**src/rtl/iq_lane_packer.sv**
```systemverilog
// iq_lane_packer
//   Gathers RATIO consecutive beats of LANES I/Q sample containers into one wide
//   output word. From each container it keeps only the ADC_W-bit MSB-aligned sample.
//   An SOF beat that arrives in the middle of a group drops the partial group and
//   starts a new group. Each such forced realignment is counted.
//
// Ports
//   clk          sole clock
//   rst          synchronous reset, active low
//   in_valid     input beat valid
//   in_ready     input beat accepted when in_valid && in_ready
//   in_sof       first beat of a group (qualified by in_valid)
//   in_i/in_q    LANES containers of CONT_W bits; lane k at [k*CONT_W +: CONT_W]
//   out_valid    output word valid
//   out_ready    output word consumed when out_valid && out_ready
//   out_sof      the output word began with an SOF beat
//   out_i/out_q  packed samples; slot s lane k at [(s*LANES+k)*ADC_W +: ADC_W]
//   realign_cnt  saturating count of SOF-forced realignments

module iq_lane_extract #(
   parameter int CONT_W = 16,
   parameter int ADC_W  = 12
) (
   input  logic [CONT_W-1:0] cont,
   output logic [ADC_W-1:0]  samp
);
   assign samp = cont[CONT_W-1 -: ADC_W];

   // The container LSBs below the sample are padding and are discarded.
   if (ADC_W < CONT_W) begin : g_pad
      logic unused_pad;
      assign unused_pad = ^cont[CONT_W-ADC_W-1:0];
   end
endmodule

module iq_lane_packer #(
   parameter int LANES  = 8,
   parameter int CONT_W = 16,
   parameter int ADC_W  = 12,
   parameter int RATIO  = 2,
   parameter int CNT_W  = 8
) (
   input  logic                         clk,
   input  logic                         rst,
   input  logic                         in_valid,
   output logic                         in_ready,
   input  logic                         in_sof,
   input  logic [LANES*CONT_W-1:0]      in_i,
   input  logic [LANES*CONT_W-1:0]      in_q,
   output logic                         out_valid,
   input  logic                         out_ready,
   output logic                         out_sof,
   output logic [RATIO*LANES*ADC_W-1:0] out_i,
   output logic [RATIO*LANES*ADC_W-1:0] out_q,
   output logic [CNT_W-1:0]             realign_cnt
);
   localparam int PH_W = (RATIO > 1) ? $clog2(RATIO) : 1;
   localparam logic [PH_W-1:0] PH_LAST = PH_W'(RATIO - 1);

   typedef logic [LANES-1:0][ADC_W-1:0] beat_t;
   typedef logic [RATIO-1:0][LANES-1:0][ADC_W-1:0] word_t;

   beat_t           smp_i, smp_q;
   word_t           acc_i, acc_q, wr_i, wr_q;
   logic [PH_W-1:0] ph, slot;
   logic            sof_flag, sof_nxt;
   logic            accept, realign, complete;

   for (genvar k = 0; k < LANES; k++) begin : g_lane
      iq_lane_extract #(.CONT_W(CONT_W), .ADC_W(ADC_W)) u_ext_i (
         .cont (in_i[k*CONT_W +: CONT_W]),
         .samp (smp_i[k])
      );
      iq_lane_extract #(.CONT_W(CONT_W), .ADC_W(ADC_W)) u_ext_q (
         .cont (in_q[k*CONT_W +: CONT_W]),
         .samp (smp_q[k])
      );
   end

   // The final beat is held back only when the output register cannot take the word.
   // Earlier slots keep filling while the output is stalled.
   assign in_ready = !rst || !out_valid || out_ready || (ph != PH_LAST);
   assign accept   = in_valid && in_ready;

   // A mid-group SOF restarts the group: the beat goes to slot 0.
   // The stale slots are simply overwritten later.
   assign realign  = accept && in_sof && (ph != '0);
   assign slot     = realign ? '0 : ph;
   assign complete = accept && (slot == PH_LAST);
   assign sof_nxt  = (slot == '0) ? in_sof : sof_flag;

   // The accumulator image with the incoming beat merged in.
   // On completion this image is the output word, so the output carries no extra latency.
   for (genvar s = 0; s < RATIO; s++) begin : g_slot
      assign wr_i[s] = (slot == PH_W'(s)) ? smp_i : acc_i[s];
      assign wr_q[s] = (slot == PH_W'(s)) ? smp_q : acc_q[s];
   end

   always_ff @(posedge clk) begin
      if (!rst) begin
         ph          <= '0;
         acc_i       <= '0;
         acc_q       <= '0;
         sof_flag    <= 1'b0;
         out_valid   <= 1'b0;
         out_sof     <= 1'b0;
         out_i       <= '0;
         out_q       <= '0;
         realign_cnt <= '0;
      end else begin
         if (accept) begin
            acc_i    <= wr_i;
            acc_q    <= wr_q;
            ph       <= complete ? '0 : slot + PH_W'(1);
            sof_flag <= complete ? 1'b0 : sof_nxt;
         end
         // If a completion and a pop happen in the same cycle, the register reloads
         // and out_valid stays high, so there is no bubble.
         if (complete) begin
            out_valid <= 1'b1;
            out_i     <= wr_i;
            out_q     <= wr_q;
            out_sof   <= sof_nxt;
         end else if (out_ready) begin
            out_valid <= 1'b0;
         end
         if (realign && (realign_cnt != '1))
            realign_cnt <= realign_cnt + CNT_W'(1);
      end
   end
endmodule

```
**config.mk**
```make
export PLATFORM = sky130hd
export DESIGN_NAME = iq_lane_packer
export DESIGN_NICKNAME = d
export VERILOG_FILES = /design/src/rtl/iq_lane_packer.sv
export SDC_FILE = /design/constraint.sdc
export NUM_CORES = 1
export LEC_CHECK = 0
export CAP_MARGIN = 20
export CORE_AREA = 2 2 252 254
export DETAILED_ROUTE_END_ITERATION = 7
export DIE_AREA = 0 0 254 256
export GPL_ROUTABILITY_DRIVEN = 0
export GPL_TIMING_DRIVEN = 0
export PLACE_DENSITY = 0.58
export SYNTH_ARGS = -nofsm -noshare
export SYNTH_HDL_FRONTEND = slang
export SYNTH_SLANG_ARGS = --single-unit
```
**constraint.sdc**
```tcl
create_clock -name clk -period 2.5 [get_ports clk]
set_input_delay 0.5 -clock clk [delete_from_list [all_inputs] [get_ports clk]]
set_output_delay 0.5 -clock clk [all_outputs]
set_load 0.03 [all_outputs]
```
==> out/summary.txt, run 1 <==
status -> finished, final reports clean
Core Box Area -> 0.0624 mm^2
Mapped Avg Cell Area -> 8.22 um^2
Fin Hold WS -> 0.273 ns
vias per std cell -> 4.75
mapped cell area -> 0.0212 mm^2
clk sinks -> 588
Cells after Synth -> 2580
Power Density -> 713 mW/mm^2
CP bufs+invs -> 1
clock period minus worst slack -> 2.36 ns
Worst path max stage delay -> 0.80 ns
Max rail drop VDD -> 0.000450 V
crit path kind -> reg -> out
met3 wire length -> 5240 um
Final Hold Vio Count -> 0
crit path cell chain -> clkdlybuf4s50_1
area grow syn2layout -> 43.2%
placed cell areas -> 0.0282 mm^2
hpwl dp -> 63400 um
max cap viols -> 0
DRC -> 0
Die Ht -> 256 um
Post-Route WL -> 82300 um
Worst Path Arrival -> 1.86 ns
Slowest-stage cell, CP -> clkdlybuf4s50_1
Rows -> 92
Initial DRC Count -> 1046
Fin Clk Skew -> 0.0189 ns
global-route wire length before repair -> 120000 um
Leakage Power -> 11.1 nW
CTS tree -> yes
R2R cell count -> 8
Design Power -> 0.0216 W
clock buffer depth -> 3
post-route ant nets -> 0
H-Tree Depth -> 3
Starting Density -> 0.340
root buffer cell -> clkbuf_16
Seq/Total Area, Yosys -> 0.555
clk_lat worst skew -> 0.59 ns
asr flop ratio synth -> 0
Yosys reg bits -> 588
vias in the first global route -> 19100
Final Instance Area -> 0.0304 mm^2
Worst-Margin Slew -> 1.04 ns
Slew headroom -> 0.306
placed cell count -> 4017
Final Max Tran Viols -> 0
Post-synth EDFFs -> 0
die area -> 0.0650 mm^2
CTS buffer count -> 66
Min-Delay Path Class -> in -> reg
vias after detailed routing -> 19700
final setup violation count -> 0
Port Buffers -> 590
Mapped Nets -> 2842
non-filler instance count after layout -> 4137
routed len/inst -> 19.9 um
Top Family by Delay on Critical Path -> buffers and inverters
period utilisation layout -> 0.945
Critical Path Fanout Max -> 7
I/O pin total -> 656
metal2 WL -> 39200 um
cell depth of the worst hold path -> 3
predominant post-synthesis flop cell -> dfxtp_1
layout cell share with drive strength beyond 1 -> 0.0632
Synth Warn # -> 0
CP endpoint kind -> primary output
# nets final -> 3503
Fill cells -> 6107
initial antenna violation count -> 5
wl on met1 -> 35000 um
Detailed Routing Iterations Pass 1 -> 5
pin count of the biggest net entering global routing -> 20
GRT overflow -> 0
WP depth -> 1
WP data required -> 2.00 ns
post-synth cell types -> 30
Top Layer Used -> met5
RSZ-0062 raised after global routing -> false
Total Routing Usage GR -> 0.246
clock slew at reported path FFs -> 0.06 ns
fmax -> 0.423 GHz
crit start category -> flip-flop
Die Wd -> 254 um
[worst min-delay path, cell delays in order]
cell and delay [ns]:
buf_2 0.17, nand2b_1 0.09, mux2i_1 0.06
[cell families after synthesis]
family / Yosys count / synth area share
DFF: 588 / 0.555
AOI/OAI and AO/OA: 394 / 0.0936
adders and majority gates: 1 / 0.000590
and+or+nand+nor: 1193 / 0.214
buffers and inverters: 204 / 0.0421
muxes: 200 / 0.0944
[flip-flops by register name, indices dropped and copies added (netlist names)]
register and flops:
out_sof 1, acc_q 96, acc_i 96, ph 1, out_i 192, out_valid 1
sof_flag 1, out_q 192, realign_cnt 8
[area by class of cell]
type,instances,area (um^2),share of cell area
Clock buffer,98,1940,0.0640
Tap cell,846,1060,0.0349
Inverter,3,11.3,0.000371
Antenna cell,2,5.00,0.000165
Buffer,200,886,0.0292
Timing Repair Buffer,594,5940,0.196
Sequential cell,588,11800,0.388
Clock inverter,18,208,0.00684
Multi-Input combinational cell,1788,8530,0.281
[stage by stage]
step	TNS, ns	setup WS [ns]	utilization
3_3_place_gp	-246.16	-0.642	0.451
3_5_place_dp	-268.78	-0.663	0.452
6_report	0	0.137	0.487
2_1_floorplan	0	0.482	-
5_1_grt	0	0.00688	0.487
4_1_cts	0	0.0193	0.486
[synthesized netlist by cell type, drive strengths merged, types with 2 or more instances]
library cell,count,area share
nand2b,2,0.00059
buf,101,0.024
nor2,9,0.0016
dfxtp,588,0.56
inv,3,0.00053
nor3,3,0.0012
clkbuf,100,0.018
a21boi,2,0.00071
o21ai,4,0.00094
a21oi,385,0.091
mux2i,200,0.094
nand3,7,0.0017
nand2,1164,0.21
[per-layer routing]
metal	vias to the layer above	track usage
met5	-	0
met4	4	0.0982
met3	135	0.0555
met2	533	0.412
met1	9377	0.304
li1	9619	-
[report_power, final]
| group | internal (W) | total [W] | leakage, nW | switching [W] |
|---|---|---|---|---|
| Sequential | 0.00971 | 0.00988 | 4.78 | 0.000177 |
| Clock | 0.00571 | 0.00968 | 1.05 | 0.00397 |
| Combinational | 0.000832 | 0.00207 | 5.25 | 0.00124 |
| Total | 0.0162 | 0.0216 | 11.1 | 0.00538 |
[repair_timing]
action                                  4_1_cts  5_1_grt
gates resized for setup                       3        4
pin swaps                                     1        1
gates cloned                                  0        0
hold buffers                                  0        0
endpoints found under the setup margin        9      120
setup buffers                                 0        3
[final timing paths]
path / slack [ns] / endpoint / start
worst max-delay path: 0.14 / realign_cnt[5] / realign_cnt[5]
worst min-delay path: 0.27 / realign_cnt[7] / rst
worst max register to register: 0.29 / out_q[117] / out_valid
worst min register to register: 0.44 / out_q[27] / acc_q[27]
[placed cells by master (no fill, tap or decap), drive strengths merged]
cell type      synthesis  final
clkinv                 0      9
a21boi                 2      2
buf                  101    104
nor3b                  1      1
dlygate4sd2            0      1
and3b                  1      1
inv                    3      7
nor4                   1      1
nor2                   9      9
nand4                  1      1
clkbuf               100    198
clkinvlp               0      2
nor2b                  1      1
nor3                   3      3
nand3                  7      7
mux2i                200    200
a21oi                385    385
o21ai                  4      4
bufinv                 0      3
o21a                   1      1
a31oi                  1      1
nand2b                 2      2
dfxtp                588    588
diode                  0      2
or3                    1      1
and4                   1      1
ha                     1      1
a211oi                 1      1
clkdlybuf4s50          0    589
nand2               1164   1164
nand3b                 1      1
No activity file was read; power rests on OpenSTA's default activity.
==> inputs of run 2 (changes only) <==
- SLEW_MARGIN: not set -> 10
==> results of run 2 <==
No change in the layout: final DEF, timing and power equal those of run 1.
==> inputs of run 3 (changes only) <==
- CORE_AREA: 2 2 252 254 -> 5 5 255 257
- DIE_AREA: 0 0 254 256 -> 0 0 260 262
==> run 3 against run 2 <==
Effect of this change:
- fmax down 2.8%
- highest routed layer unchanged
- largest power group unchanged
- sequential power about the same
- first-iteration DRC count up 5.4%
- critical path type is now in -> reg
- hold slack better by 0.024 ns
- clock power up 1%
- flip-flop and latch count unchanged
- via count up 0.25%
- final area up 0.19%
- sequential share of layout area down 0.072 points
- clock skew up 0.0026 ns
- critical path depth up 5
- clock-buffer cell count up 3
==> out/summary.txt, run 3 (synthesized netlist as in run 1, its figures left out) <==
final setup violation count -> 0 (unchanged)
Worst R2R Setup Slack -> 0.22 ns (-0.07 ns)
vias per std cell -> 4.76 (+0.10%)
Register Area -> 0.0118 mm^2 (unchanged)
max cap viols -> 0 (unchanged)
Fill cells -> 5982 (-2.0%)
Slew headroom -> 0.354 (+0.0473)
Port Buffers -> 590 (unchanged)
GRT overflow -> 0 (unchanged)
Final Util -> 0.487 (about the same)
Core Box Area -> 0.0625 mm^2 (+0.18%)
Post-Route WL -> 83600 um (+1.5%)
Worst Path Arrival -> 2.93 ns (+1.07 ns)
Total Routing Usage GR -> 0.231 (-0.0150)
RSZ-0062 raised after global routing -> false
Final Hold Vio Count -> 0 (unchanged)
Worst-Margin Slew -> 0.970 ns (-0.0709 ns)
Leakage Power -> 11.1 nW (+0.28%)
area grow syn2layout -> 43.5%
clock period minus worst slack -> 2.43 ns (+0.0683 ns)
Die Wd -> 260 um (+2.4%)
Final WS setup -> 0.0690 ns (-0.0683 ns)
vias in the first global route -> 18800 (-1.4%)
layout cell share with drive strength beyond 1 -> 0.0632 (about the same)
Final Max Tran Viols -> 0 (unchanged)
status -> finished, final reports clean
Max rail drop VDD -> 0.000511 V (+14%)
WP data required -> 3.00 ns (+1.00 ns)
area of the multi-input gates -> 0.00853 mm^2 (unchanged)
crit path kind -> in -> reg
fmax -> 0.411 GHz (-2.8%)
initial antenna violation count -> 6 (+1)
Power Density -> 716 mW/mm^2 (+0.51%)
Post-Place Setup Slack -> -0.769 ns (-0.106 ns)
die area -> 0.0681 mm^2 (+4.8%)
# nets final -> 3506 (+0.086%)
I/O pin total -> 656 (unchanged)
clock buffer depth -> 3 (unchanged)
clock slew at reported path FFs -> 0.06 ns (about the same)
CTS buffer count -> 67 (+1.5%)
Fin Clk Skew -> 0.0215 ns (+0.00260 ns)
most frequent cells in the layout -> nand2_1, clkdlybuf4s50_1, dfxtp_1
largest registers in the final layout -> out_i: 192 flops, out_q: 192 flops
Rows -> 92 (unchanged)
DRC -> 0 (unchanged)
post-route ant nets -> 0 (unchanged)
global-route wire length before repair -> 120000 um (-0.36%)
crit start category -> input pin
hpwl dp -> 65000 um (+2.4%)
CP endpoint kind -> flip-flop
vias after detailed routing -> 19700 (+0.25%)
Sum Neg Setup Slack -> 0 ns (unchanged)
commonest non-fill, non-tap cell in the layout -> nand2_1
routed len/inst -> 20.2 um (+1.4%)
clk_lat worst skew -> 0.59 ns (about the same)
Initial DRC Count -> 1103 (+5.4%)
CTS tree -> yes
H-Tree Depth -> 3 (unchanged)
# hold bufs at CTS -> 0 (unchanged)
Min-Delay Path Class -> in -> reg
Detailed Routing Iterations Pass 1 -> 5 (unchanged)
non-filler instance count after layout -> 4143 (+0.15%)
Starting Density -> 0.339 (-0.000626)
root buffer cell -> clkbuf_16
period utilisation layout -> 0.972 (+0.0273)
pin count of the biggest net entering global routing -> 20 (unchanged)
placed cell count -> 4018 (+0.025%)
clk sinks -> 588 (unchanged)
Die Ht -> 262 um (+2.3%)
Critical Path Fanout Max -> 10 (+3)
-- run 3: cell types whose count changed in the layout (fill, tap and decap cells not counted), sizes merged --
cell      delta
buf          +3
bufinv       +1
clkbuf       +2
clkinvlp     -2
diode        +4
inv          -2
-- run 3: final timing paths --
path / startpoint / endpoint / depth (start not counted)
max: in_sof / acc_i[63] / 6
min: rst / realign_cnt[0] / 3
max reg2reg: out_valid / acc_i[63] / 6
min reg2reg: acc_q[43] / out_q[43] / 2
-- run 3: metal layers --
| metal | part of all wire | global-route usage | vias up | routed length, um |
|---|---|---|---|---|
| met2 | 0.49 | 0.390 | 565 | 40700 |
| met1 | 0.41 | 0.283 | 9365 | 34000 |
| met4 | 0.034 | 0.0863 | 2 | 2860 |
| met3 | 0.072 | 0.0628 | 153 | 6020 |
| met5 | 0.00014 | 0 | - | 12 |
| li1 | - | - | 9632 | - |
-- run 3: area by class of cell --
cell class	instances	area share
Inverter	3	0.000370
Buffer	200	0.0290
Timing Repair Buffer	596	0.196
Tap cell	846	0.0348
Multi-Input combinational cell	1788	0.281
Clock buffer	101	0.0653
Clock inverter	15	0.00625
Sequential cell	588	0.387
Antenna cell	6	0.000494
-- run 3: where the power goes --
part           leakage [nW]  internal (W)  switching, W  total, W
sequential             4.78       0.00971      0.000181   0.00989
clock                  1.07       0.00589       0.00393   0.00982
combinational          5.26      0.000835       0.00124   0.00207
total                  11.1        0.0164       0.00535    0.0218
-- run 3: timing repair --
action / 4_1_cts / 5_1_grt
hold endpoints to repair: 0 / 0
setup endpoints to repair: 68 / 14
pin swaps: 1 / 0
resized for setup: 3 / 3
setup buffers: 4 / 0
-- run 3: through the flow --
stage / total power, W / cell area [um^2] / hold slack [ns]
3_3_place_gp: 0.0121 / 28200 / 0.436
5_1_grt: 0.0225 / 30400 / 0.312
3_5_place_dp: 0.0122 / 28200 / 0.445
2_1_floorplan: 0.0111 / 21200 / 0.430
4_1_cts: 0.0220 / 30400 / 0.263
6_report: 0.0218 / 30400 / 0.297
-- run 3: critical path, cell delays in order --
cell	delay (ns)
clkdlybuf4s50_1	0.61
nand2_1	0.09
a21boi_1	0.24
clkbuf_1	0.76
buf_2	0.49
mux2i_1	0.24
